`src/rtl/freq_meter_pkg.sv`:
```
// rtl/freq_meter_pkg.sv - shared state encoding and gate sizing helpers for freq_meter
package freq_meter_pkg;

    typedef enum logic [1:0] {
        WARMUP,
        IDLE,
        MEASURE,
        DONE
    } fm_state_t;

    // Cycles spent letting the synchronizer fill before edges are trusted.
    localparam int WARMUP_CYCLES = 3;

    function automatic int gate_cycles(input int clk_hz, input int gate_hz);
        return clk_hz / gate_hz;
    endfunction

    function automatic int gate_width(input int clk_hz, input int gate_hz);
        int cycles;
        cycles = gate_cycles(clk_hz, gate_hz);
        return (cycles > 1) ? $clog2(cycles) : 1;
    endfunction

endpackage

```
`src/rtl/edge_sync.sv`:
```
// rtl/edge_sync.sv - 2-flop synchronizer plus history flop producing a rising-edge pulse
module edge_sync (
    input  logic clock,
    input  logic rst,
    input  logic din,
    output logic pulse
);

    logic s1;
    logic s2;
    logic s3;

    always_ff @(posedge clock) begin
        if (rst) begin
            s1 <= 1'b0;
            s2 <= 1'b0;
            s3 <= 1'b0;
        end else begin
            s1 <= din;
            s2 <= s1;
            s3 <= s2;
        end
    end

    assign pulse = s2 & ~s3;

endmodule

```
`src/rtl/freq_meter.sv`:
```
// rtl/freq_meter.sv - gated edge-count frequency meter; FREQ_METER_PERIOD_EN adds last-period capture
module freq_meter
    import freq_meter_pkg::*;
#(
    parameter int CLK_HZ     = 50000000,
    parameter int GATE_HZ    = 10,
    parameter int CNT_W      = 26,
    parameter int CONTINUOUS = 1
) (
    input  logic             clock,
    input  logic             rst,
    input  logic             sig_in,
    input  logic             start,
    output logic             busy,
    output logic             valid,
    output logic [CNT_W-1:0] freq_hz,
    output logic             overflow,
    output logic [CNT_W-1:0] period_cycles
);

    localparam int                GATE_CYCLES = gate_cycles(CLK_HZ, GATE_HZ);
    localparam int                GATE_W      = gate_width(CLK_HZ, GATE_HZ);
    localparam logic [GATE_W-1:0] GATE_LAST   = GATE_W'(GATE_CYCLES - 1);
    localparam logic [CNT_W+7:0]  GATE_MUL    = (CNT_W + 8)'(GATE_HZ);

    fm_state_t         state;
    fm_state_t         state_next;
    logic [1:0]        warm_cnt;
    logic [GATE_W-1:0] gate_cnt;
    logic [CNT_W-1:0]  edge_cnt;
    logic              sat;
    logic              edge_pulse;

    edge_sync u_edge_sync (
        .clock (clock),
        .rst   (rst),
        .din   (sig_in),
        .pulse (edge_pulse)
    );

    always_comb begin
        state_next = state;
        case (state)
            WARMUP: begin
                if (warm_cnt == 2'(WARMUP_CYCLES - 1)) begin
                    state_next = (CONTINUOUS != 0) ? MEASURE : IDLE;
                end
            end
            IDLE: begin
                if (start && (CONTINUOUS == 0)) begin
                    state_next = MEASURE;
                end
            end
            MEASURE: begin
                if (gate_cnt == GATE_LAST) begin
                    state_next = DONE;
                end
            end
            DONE: begin
                state_next = (CONTINUOUS != 0) ? MEASURE : IDLE;
            end
            default: state_next = WARMUP;
        endcase
    end

    assign busy = (state == MEASURE) || (state == DONE);

    // Counters are cleared in DONE so every MEASURE entry starts from zero.
    always_ff @(posedge clock) begin
        if (rst) begin
            state    <= WARMUP;
            warm_cnt <= 2'd0;
            gate_cnt <= '0;
            edge_cnt <= '0;
            sat      <= 1'b0;
            valid    <= 1'b0;
            freq_hz  <= '0;
            overflow <= 1'b0;
        end else begin
            state <= state_next;
            valid <= 1'b0;
            case (state)
                WARMUP: warm_cnt <= warm_cnt + 1'b1;
                MEASURE: begin
                    gate_cnt <= gate_cnt + 1'b1;
                    if (edge_pulse) begin
                        if (&edge_cnt) begin
                            sat <= 1'b1;
                        end else begin
                            edge_cnt <= edge_cnt + 1'b1;
                        end
                    end
                end
                DONE: begin
                    freq_hz  <= CNT_W'({8'd0, edge_cnt} * GATE_MUL);
                    overflow <= sat;
                    valid    <= 1'b1;
                    gate_cnt <= '0;
                    edge_cnt <= '0;
                    sat      <= 1'b0;
                end
                default: ;
            endcase
        end
    end

`ifdef FREQ_METER_PERIOD_EN
    logic [CNT_W-1:0] per_cnt;
    logic [CNT_W-1:0] per_shadow;
    logic             seen;

    // per_cnt restarts at 1 on an edge so the next edge latches the full spacing.
    always_ff @(posedge clock) begin
        if (rst) begin
            per_cnt       <= '0;
            per_shadow    <= '0;
            seen          <= 1'b0;
            period_cycles <= '0;
        end else begin
            case (state)
                MEASURE: begin
                    if (edge_pulse) begin
                        if (seen) begin
                            per_shadow <= per_cnt;
                        end
                        seen    <= 1'b1;
                        per_cnt <= CNT_W'(1);
                    end else if (~&per_cnt) begin
                        per_cnt <= per_cnt + 1'b1;
                    end
                end
                DONE: begin
                    period_cycles <= per_shadow;
                    per_cnt       <= '0;
                    per_shadow    <= '0;
                    seen          <= 1'b0;
                end
                default: ;
            endcase
        end
    end
`else
    assign period_cycles = '0;
`endif

endmodule

```
`config.mk`:
```
export PLATFORM = sky130hd
export DESIGN_NAME = freq_meter
export DESIGN_NICKNAME = d
export VERILOG_FILES = /design/src/rtl/freq_meter_pkg.sv /design/src/rtl/edge_sync.sv /design/src/rtl/freq_meter.sv
export SDC_FILE = /design/constraint.sdc
export NUM_CORES = 1
export LEC_CHECK = 0
export ABC_CLOCK_PERIOD_IN_PS = 5800
export CAP_MARGIN = 20
export CORE_MARGIN = 8
export CORE_UTILIZATION = 62
export CTS_CLUSTER_SIZE = 20
export DETAILED_ROUTE_END_ITERATION = 6
export PLACE_DENSITY = 0.87
export SYNTH_ARGS = -nofsm -noshare
export SYNTH_HDL_FRONTEND = slang
export SYNTH_HIERARCHICAL = 1
export SYNTH_SLANG_ARGS = --single-unit
export TNS_END_PERCENT = 100
```
`constraint.sdc`:
```
create_clock -name clock -period 5.8 [get_ports clock]
set_clock_uncertainty 0.2 [all_clocks]
set_input_delay 0.58 -clock clock [delete_from_list [all_inputs] [get_ports clock]]
set_output_delay 0.58 -clock clock [all_outputs]
set_load 0.02 [all_outputs]
```
==> run_results.csv, run 1 <==
group,metric,value,unit
sta,setup-tns-final,0,ns
sta,rsz0062_at_grt,"false",
synthesis,synth_cell_types,73,
drt,drcViolationCount,0,
power_and_ir_drop,intPower,827,uW
placement,dpl.hpwl,8490,um
worst_setup_path,path_class,"reg2reg",
power_and_ir_drop,combPwrFrac,6.4,%
sta,clock.fmax,313,MHz
worst_setup_path,worst_setup_path_end_kind,"register",
status,status,"finished, final reports clean",
drt,drt-initial-drc-count,258,
global_routing,overflow,0,
floorplan,die-area,0.0119,mm^2
drt,viasPerCell,6.08,
global_routing,grt_pass1_vias,4388,
synthesis,synth_edf_count,0,
drt,ant_nets,0,
worst_setup_path,max_stage_delay,0.99,ns
drt,met1Wirelength,5020,um
cts,clock_latency,0.36,ns
power_and_ir_drop,pwr-share-clk,39.1,%
sta,fin_crit_sh,55.1,%
sta,slew-limit-headroom,29.6,%
drt,wl_met2,5590,um
floorplan,fp.dieW,109,um
hold_path,min_path_type,"reg2reg",
synthesis,synth_cells,632,
layout,n_fill_cell,707,
cts,numCtsBuffers,9,
power_and_ir_drop,pwr-share-seq,54.5,%
drt,routed.top_layer,"met4",
power_and_ir_drop,ir_worst_vdd,114,uV
global_routing,antenna_found_initial,0,
drt,dr_wl_met3,696,um
floorplan,fp.dieH,109,um
placement,place.gp.congestion,0.959,
cts,clkSinkCount,84,
synthesis,async_flop_share,0,%
global_routing,grt_max_degree,33,
floorplan,pin_count,59,
floorplan,core,0.00855,mm^2
drt,first_pass_iters,5,
worst_setup_path,worstPathMaxFanout,28,
synthesis,ys.flop_type,"dfxtp_1",
worst_setup_path,worstPathCellList,"nand2_1 -> nand2b_1 -> buf_4 -> a311oi_1",
sta,worstMarginPinSlew,1.06,ns
cts,clkSlewWorstSetupHoldPaths,0.09,ns
cts,post_cts_buffers,0,
cts,ctsLongestPathBuffers,2,
global_routing,grt_pass1_wl,19600,um
cts,cts_repair_resize_count,0,
power_and_ir_drop,p_per_area,195,mW/mm^2
floorplan,start_util,62.7,%
layout,diodes,0,
drt,vias,4624,
drt,routed_wirelength,11600,um
synthesis,syn_area_per_cell,8.49,um^2
sta,hold_violations,0,
placement,port_buffers,30,
power_and_ir_drop,swShare,26.0,%
worst_setup_path,cp.buffers_inverters,1,
sta,finalMaxSlewViolations,0,
worst_setup_path,critPathSlowestCell,"nand2b_1",
layout,drive_gt1_share,6.29,%
cts,cts_tree,"built",
worst_setup_path,critPathArrivalTime,3.19,ns
power_and_ir_drop,p_leak,0.00221,uW
layout,final_cells,760,
cts,hold_buffers,0,
sta,setup_viol,0,
global_routing,grt_use_total,19.8,%
sta,post-route-min-period,3.20,ns
layout,area_growth_syn_to_layout,7.00,%
power_and_ir_drop,p_switching,291,uW
floorplan,rows,34,
layout,nets,698,
worst_setup_path,cpLargestDelayFamily,"simple AND/OR/NAND/NOR gates",
drt,wl_per_cell,15.2,um
synthesis,ys.warnings.count,6,
synthesis,ys_seq_area_share,31.4,%
worst_setup_path,required,5.80,ns
synthesis,synth_seq_cells,84,
sta,whs,0.253,ns
synthesis,syn_area,0.00536,mm^2
placement,dp_cells,744,
worst_setup_path,startpoint_type,"register",
cts,h-tree-depth,3,
cts,ctsRootBufferMaster,"clkbuf_8",
job,maxCapViolations,0,
## placed cells by master (no fill, tap or decap), types with 3 or more instances in the layout
cell / count
dfxtp_1: 84
nor2_1: 70
nand2_1: 56
ha_1: 46
a21oi_1: 43
nand3_1: 31
clkdlybuf4s50_1: 30
conb_1: 27
xor2_1: 22
xnor2_1: 22
o21ai_0: 21
nand4_1: 19
nor3_1: 17
inv_1: 15
clkbuf_8: 10
and4_1: 8
and3_1: 7
nand3b_1: 7
a31oi_1: 7
nor2b_1: 7
o21a_1: 7
or3_1: 7
a211oi_1: 7
nor4_1: 4
and2_1: 4
a2111o_1: 4
o211ai_1: 4
o2111ai_1: 4
nand2b_1: 3
nor3_2: 3
a21o_1: 3
## stage by stage
stage	util (%)	setup slack (ns)	cell area (um^2)	power (uW)
3_5_place_dp	64.7	2.65	5530	692
4_1_cts	67.1	2.61	5740	1130
5_1_grt	67.1	2.38	5740	1160
6_report	67.1	2.60	5740	1120
3_3_place_gp	64.7	2.73	5530	689
2_1_floorplan	-	3.17	5460	692
## path summary, 6_finish.rpt
path,to,slack [ns],start,cells after the start
max,edge_cnt[2],2.60,state[1],4
min,u_edge_sync/s2,0.25,u_edge_sync/s1,1
max reg2reg,edge_cnt[2],2.60,state[1],4
min reg2reg,u_edge_sync/s2,0.25,u_edge_sync/s1,1
## layout make-up
cell class                 instances  area (um^2)  area share [%]
clock inverter                     6         71.3            1.24
tap                              108          135            2.35
clock buffer                      10          138            2.40
sequential                        84         1680            29.3
multi-input combinational        505         3340            58.2
timing repair buffer              32          315            5.49
inverter                          15         56.3           0.981
## cell families (layout without fill, tap and decap cells)
group	Yosys count	after routing	share of synthesized area, %
simple gates	254	254	24.0
compound gates	130	130	17.3
flops	84	84	31.4
buf+inv	69	63	8.16
fa+ha+maj	47	47	11.1
xor+xnor	45	45	7.63
mux	2	2	0.373
other cells	1	27	0.0699
## registers in the layout, indices dropped and copies added, names as in the netlist, 2 cells and up
signal,cells
freq_hz,25
warm_cnt,2
state,2
edge_cnt,26
gate_cnt,23
## Yosys cell counts (4+ instances only)
master / instances / share of area, %
o2111ai_1: 4 / 0.65
nand3_1: 31 / 2.9
o21a_1: 7 / 0.98
o21ai_0: 21 / 2.0
buf_4: 28 / 3.9
a21oi_1: 43 / 4.0
nand2_1: 56 / 3.9
nor2_1: 70 / 4.9
and3_1: 7 / 0.82
a211oi_1: 7 / 0.98
dfxtp_1: 84 / 31
a31oi_1: 7 / 0.82
nor4_1: 4 / 0.47
a2111o_1: 4 / 0.84
nor3_1: 17 / 1.6
clkbuf_8: 6 / 1.5
inv_1: 15 / 1.0
clkbuf_1: 12 / 0.84
and4_1: 8 / 1.3
ha_1: 46 / 11
xnor2_1: 22 / 3.6
nand4_1: 19 / 2.2
nor2b_1: 7 / 0.82
buf_2: 5 / 0.47
o211ai_1: 4 / 0.56
and2_1: 4 / 0.47
nand3b_1: 7 / 0.98
or3_1: 7 / 0.82
xor2_1: 22 / 3.6
## power by group through the flow
stage	Clock (uW)	Sequential [uW]	Combinational (uW)
finish	438	609	71.4
global route	469	613	79.9
CTS	446	609	70.7
detailed placement	0	622	70.2
global placement	0	620	68.5
floorplan	0	609	83.0
## metal layers
layer	vias up	track usage, %
met2	150	34.1
li1	2255	-
met3	30	3.78
met4	0	7.62
met1	2189	23.6
met5	-	0
Note: power is estimated with default switching activity, not from simulation.
==> inputs of run 2 (changes only) <==
--- a/config.mk
+++ b/config.mk
@@ -5,13 +5,13 @@
 export SDC_FILE = /design/constraint.sdc
 export NUM_CORES = 1
 export LEC_CHECK = 0
-export ABC_CLOCK_PERIOD_IN_PS = 5800
+export ABC_CLOCK_PERIOD_IN_PS = 2900
 export CAP_MARGIN = 20
 export CORE_MARGIN = 8
-export CORE_UTILIZATION = 62
+export CORE_UTILIZATION = 52
 export CTS_CLUSTER_SIZE = 20
 export DETAILED_ROUTE_END_ITERATION = 6
-export PLACE_DENSITY = 0.87
+export PLACE_DENSITY = 0.77
 export SYNTH_ARGS = -nofsm -noshare
 export SYNTH_HDL_FRONTEND = slang
 export SYNTH_HIERARCHICAL = 1
==> constraint.sdc (replaced) <==
create_clock -name clock -period 2.9 [get_ports clock]
set_clock_uncertainty 0.2 [all_clocks]
set_input_delay 0.29 -clock clock [delete_from_list [all_inputs] [get_ports clock]]
set_output_delay 0.29 -clock clock [all_outputs]
set_load 0.02 [all_outputs]
==> run 2 against run 1 <==
Compared with the run above:
- combinational power is 140% higher
- maximum frequency is 14% higher
- sequential power is 99% higher
- utilization is 8.7 points lower
- register-to-register slack worse by 2.5 ns
- critical path depth is 4 higher
- worst setup slack worse by 2.5 ns
- first-iteration DRC count is 7.8% higher
- non-clock buffer count is 20 higher
- via count is 0.91% lower
- critical path type unchanged
==> run_results.csv, run 2 (synthesis results as in run 1) <==
group,metric,value,unit
worst_setup_path,worst_setup_path_end_kind,"register",
drt,vias,4582,
sta,fin_ws,0.0994,ns
worst_setup_path,cp_common_cell,"ha_1",
power_and_ir_drop,combPwrFrac,7.2,%
worst_setup_path,worstPathMaxFanout,5,
cts,numCtsBuffers,9,
placement,port_buffers,30,
worst_setup_path,critPathSlowestCell,"dfxtp_1",
layout,n_fill_cell,912,
layout,layout_common_cells,"83 x dfxtp_1, 70 x nor2_1, 56 x nand2_1, 46 x ha_1, 42 x a21oi_1",
cts,ctsRootBufferMaster,"clkbuf_8",
floorplan,core,0.0102,mm^2
worst_setup_path,max_stage_delay,0.40,ns
power_and_ir_drop,intPower,1750,uW
worst_setup_path,worstPathCellList,"ha_1 -> ha_1 -> nor2b_1 -> o31a_1 -> o21ai_2 -> a21oi_1 -> or3_1 -> a32o_1",
layout,nets,718,
power_and_ir_drop,p_leak,0.00233,uW
floorplan,die-area,0.0138,mm^2
global_routing,grt_max_degree,26,
drt,viasPerCell,5.67,
global_routing,grt_use_total,17.4,%
power_and_ir_drop,p_switching,602,uW
layout,diodes,0,
floorplan,fp.dieW,118,um
global_routing,grt_pass1_wl,20400,um
cts,clkSlewWorstSetupHoldPaths,0.09,ns
power_and_ir_drop,pwr-share-clk,41.7,%
layout,drive_gt1_share,9.38,%
layout,final_core_util,58.5,%
floorplan,pin_count,59,
cts,clock_latency,0.38,ns
hold_path,min_path_type,"reg2reg",
layout,largest_reg_flops,26,
job,maxCapViolations,0,
cts,clkSinkCount,84,
worst_setup_path,path_class,"reg2reg",
sta,whs,0.251,ns
drt,routed_wirelength,11800,um
drt,ant_nets,0,
sta,setup_viol,0,
sta,finalMaxSlewViolations,0,
global_routing,use_met3,4.94,%
sta,fin_crit_sh,96.6,%
power_and_ir_drop,p_per_area,396,mW/mm^2
power_and_ir_drop,swShare,25.5,%
drt,first_pass_iters,4,
layout,area_growth_syn_to_layout,11.0,%
power_and_ir_drop,pwr-share-seq,51.2,%
cts,h-tree-depth,3,
worst_setup_path,required,2.98,ns
cts,ctsLongestPathBuffers,2,
layout,final_common_cell,"dfxtp_1",
global_routing,overflow,0,
floorplan,fp.dieH,118,um
placement,pre_cts_ws,0.120,ns
status,status,"finished, final reports clean",
sta,worstMarginPinSlew,0.585,ns
global_routing,met2_usage,28.9,%
sta,slew-limit-headroom,60.7,%
drt,drcViolationCount,0,
drt,wl_per_cell,14.6,um
sta,rsz0062_at_grt,"false",
global_routing,grt_util_met1,20.5,%
power_and_ir_drop,ir_worst_vdd,227,uV
floorplan,start_util,52.7,%
layout,largest_registers,"edge_cnt: 26 flops, freq_hz: 25 flops, gate_cnt: 23 flops",
global_routing,top_usage_layer,"met2",
worst_setup_path,startpoint_type,"register",
cts,cts_tree,"built",
drt,drt-initial-drc-count,278,
sta,post-route-min-period,2.80,ns
sta,hold_violations,0,
sta,clock.fmax,357,MHz
global_routing,grt_pass1_vias,4449,
worst_setup_path,critPathArrivalTime,2.88,ns
floorplan,rows,37,
sta,setup-tns-final,0,ns
placement,dpl.hpwl,8840,um
global_routing,antenna_found_initial,0,
layout,top_register,"edge_cnt",
placement,place.gp.congestion,0.933,
-- run 2: cell types whose count changed in the layout (fill, tap and decap cells not counted) --
| cell | delta |
|---|---|
| bufinv_16 | +1 |
| inv_6 | +1 |
| a21oi_2 | +1 |
| a21oi_1 | -1 |
| dfxtp_1 | -1 |
| buf_4 | +20 |
| clkinvlp_4 | -2 |
| dfxtp_2 | +1 |
-- run 2: worst paths after layout --
path,start,end,slack (ns),depth (start not counted)
setup / recovery,edge_cnt[5],freq_hz[22],0.1,8
setup reg to reg,edge_cnt[5],freq_hz[22],0.1,8
hold / removal,freq_hz[20],freq_hz[20],0.25,2
hold reg to reg,freq_hz[20],freq_hz[20],0.25,2
-- run 2: layout make-up --
| type | count | area (um^2) | share of cell area [%] |
|---|---|---|---|
| flip-flops and latches | 84 | 1680 | 28.3 |
| well taps | 136 | 170 | 2.86 |
| inverters | 15 | 56.3 | 0.946 |
| clock inverters | 6 | 95.1 | 1.60 |
| clock buffers | 10 | 138 | 2.31 |
| multi-input cells | 505 | 3350 | 56.2 |
| repair buffers | 52 | 465 | 7.82 |
-- run 2: repair_timing --
item | 4_1_cts | 5_1_grt
buffers inserted | 0 | 1
hold buffers | 0 | 0
resized for setup | 0 | 2
setup endpoints to repair | 0 | 2
-- run 2: metal layers --
metal | vias up | part of all wire [%]
li1 | 2297 | -
met5 | - | 0
met2 | 104 | 47
met3 | 22 | 5.4
met4 | 0 | 1.9
met1 | 2159 | 45
-- run 2: critical path: cells and delay by family (launching register included) --
| family | cells | cell delay, ns |
|---|---|---|
| simple gates | 2 | 0.53 |
| fa+ha+maj | 2 | 0.61 |
| flops | 1 | 0.40 |
| compound gates | 4 | 0.96 |
-- run 2: per-stage QoR --
stage | instances | power, uW | cell area, um^2
2_1_floorplan | 658 | 1380 | 5460
3_3_place_gp | 791 | 1390 | 5710
3_5_place_dp | 791 | 1400 | 5710
4_1_cts | 807 | 2380 | 5940
5_1_grt | 808 | 2450 | 5950
6_report | 808 | 2360 | 5950
-- run 2: power by group through the flow --
stage               clock network, uW  logic, uW  registers [uW]
CTS                              1010        169            1200
global placement                    0        161            1230
global route                     1050        186            1210
floorplan                           0        166            1220
detailed placement                  0        168            1230
finish                            982        169            1210
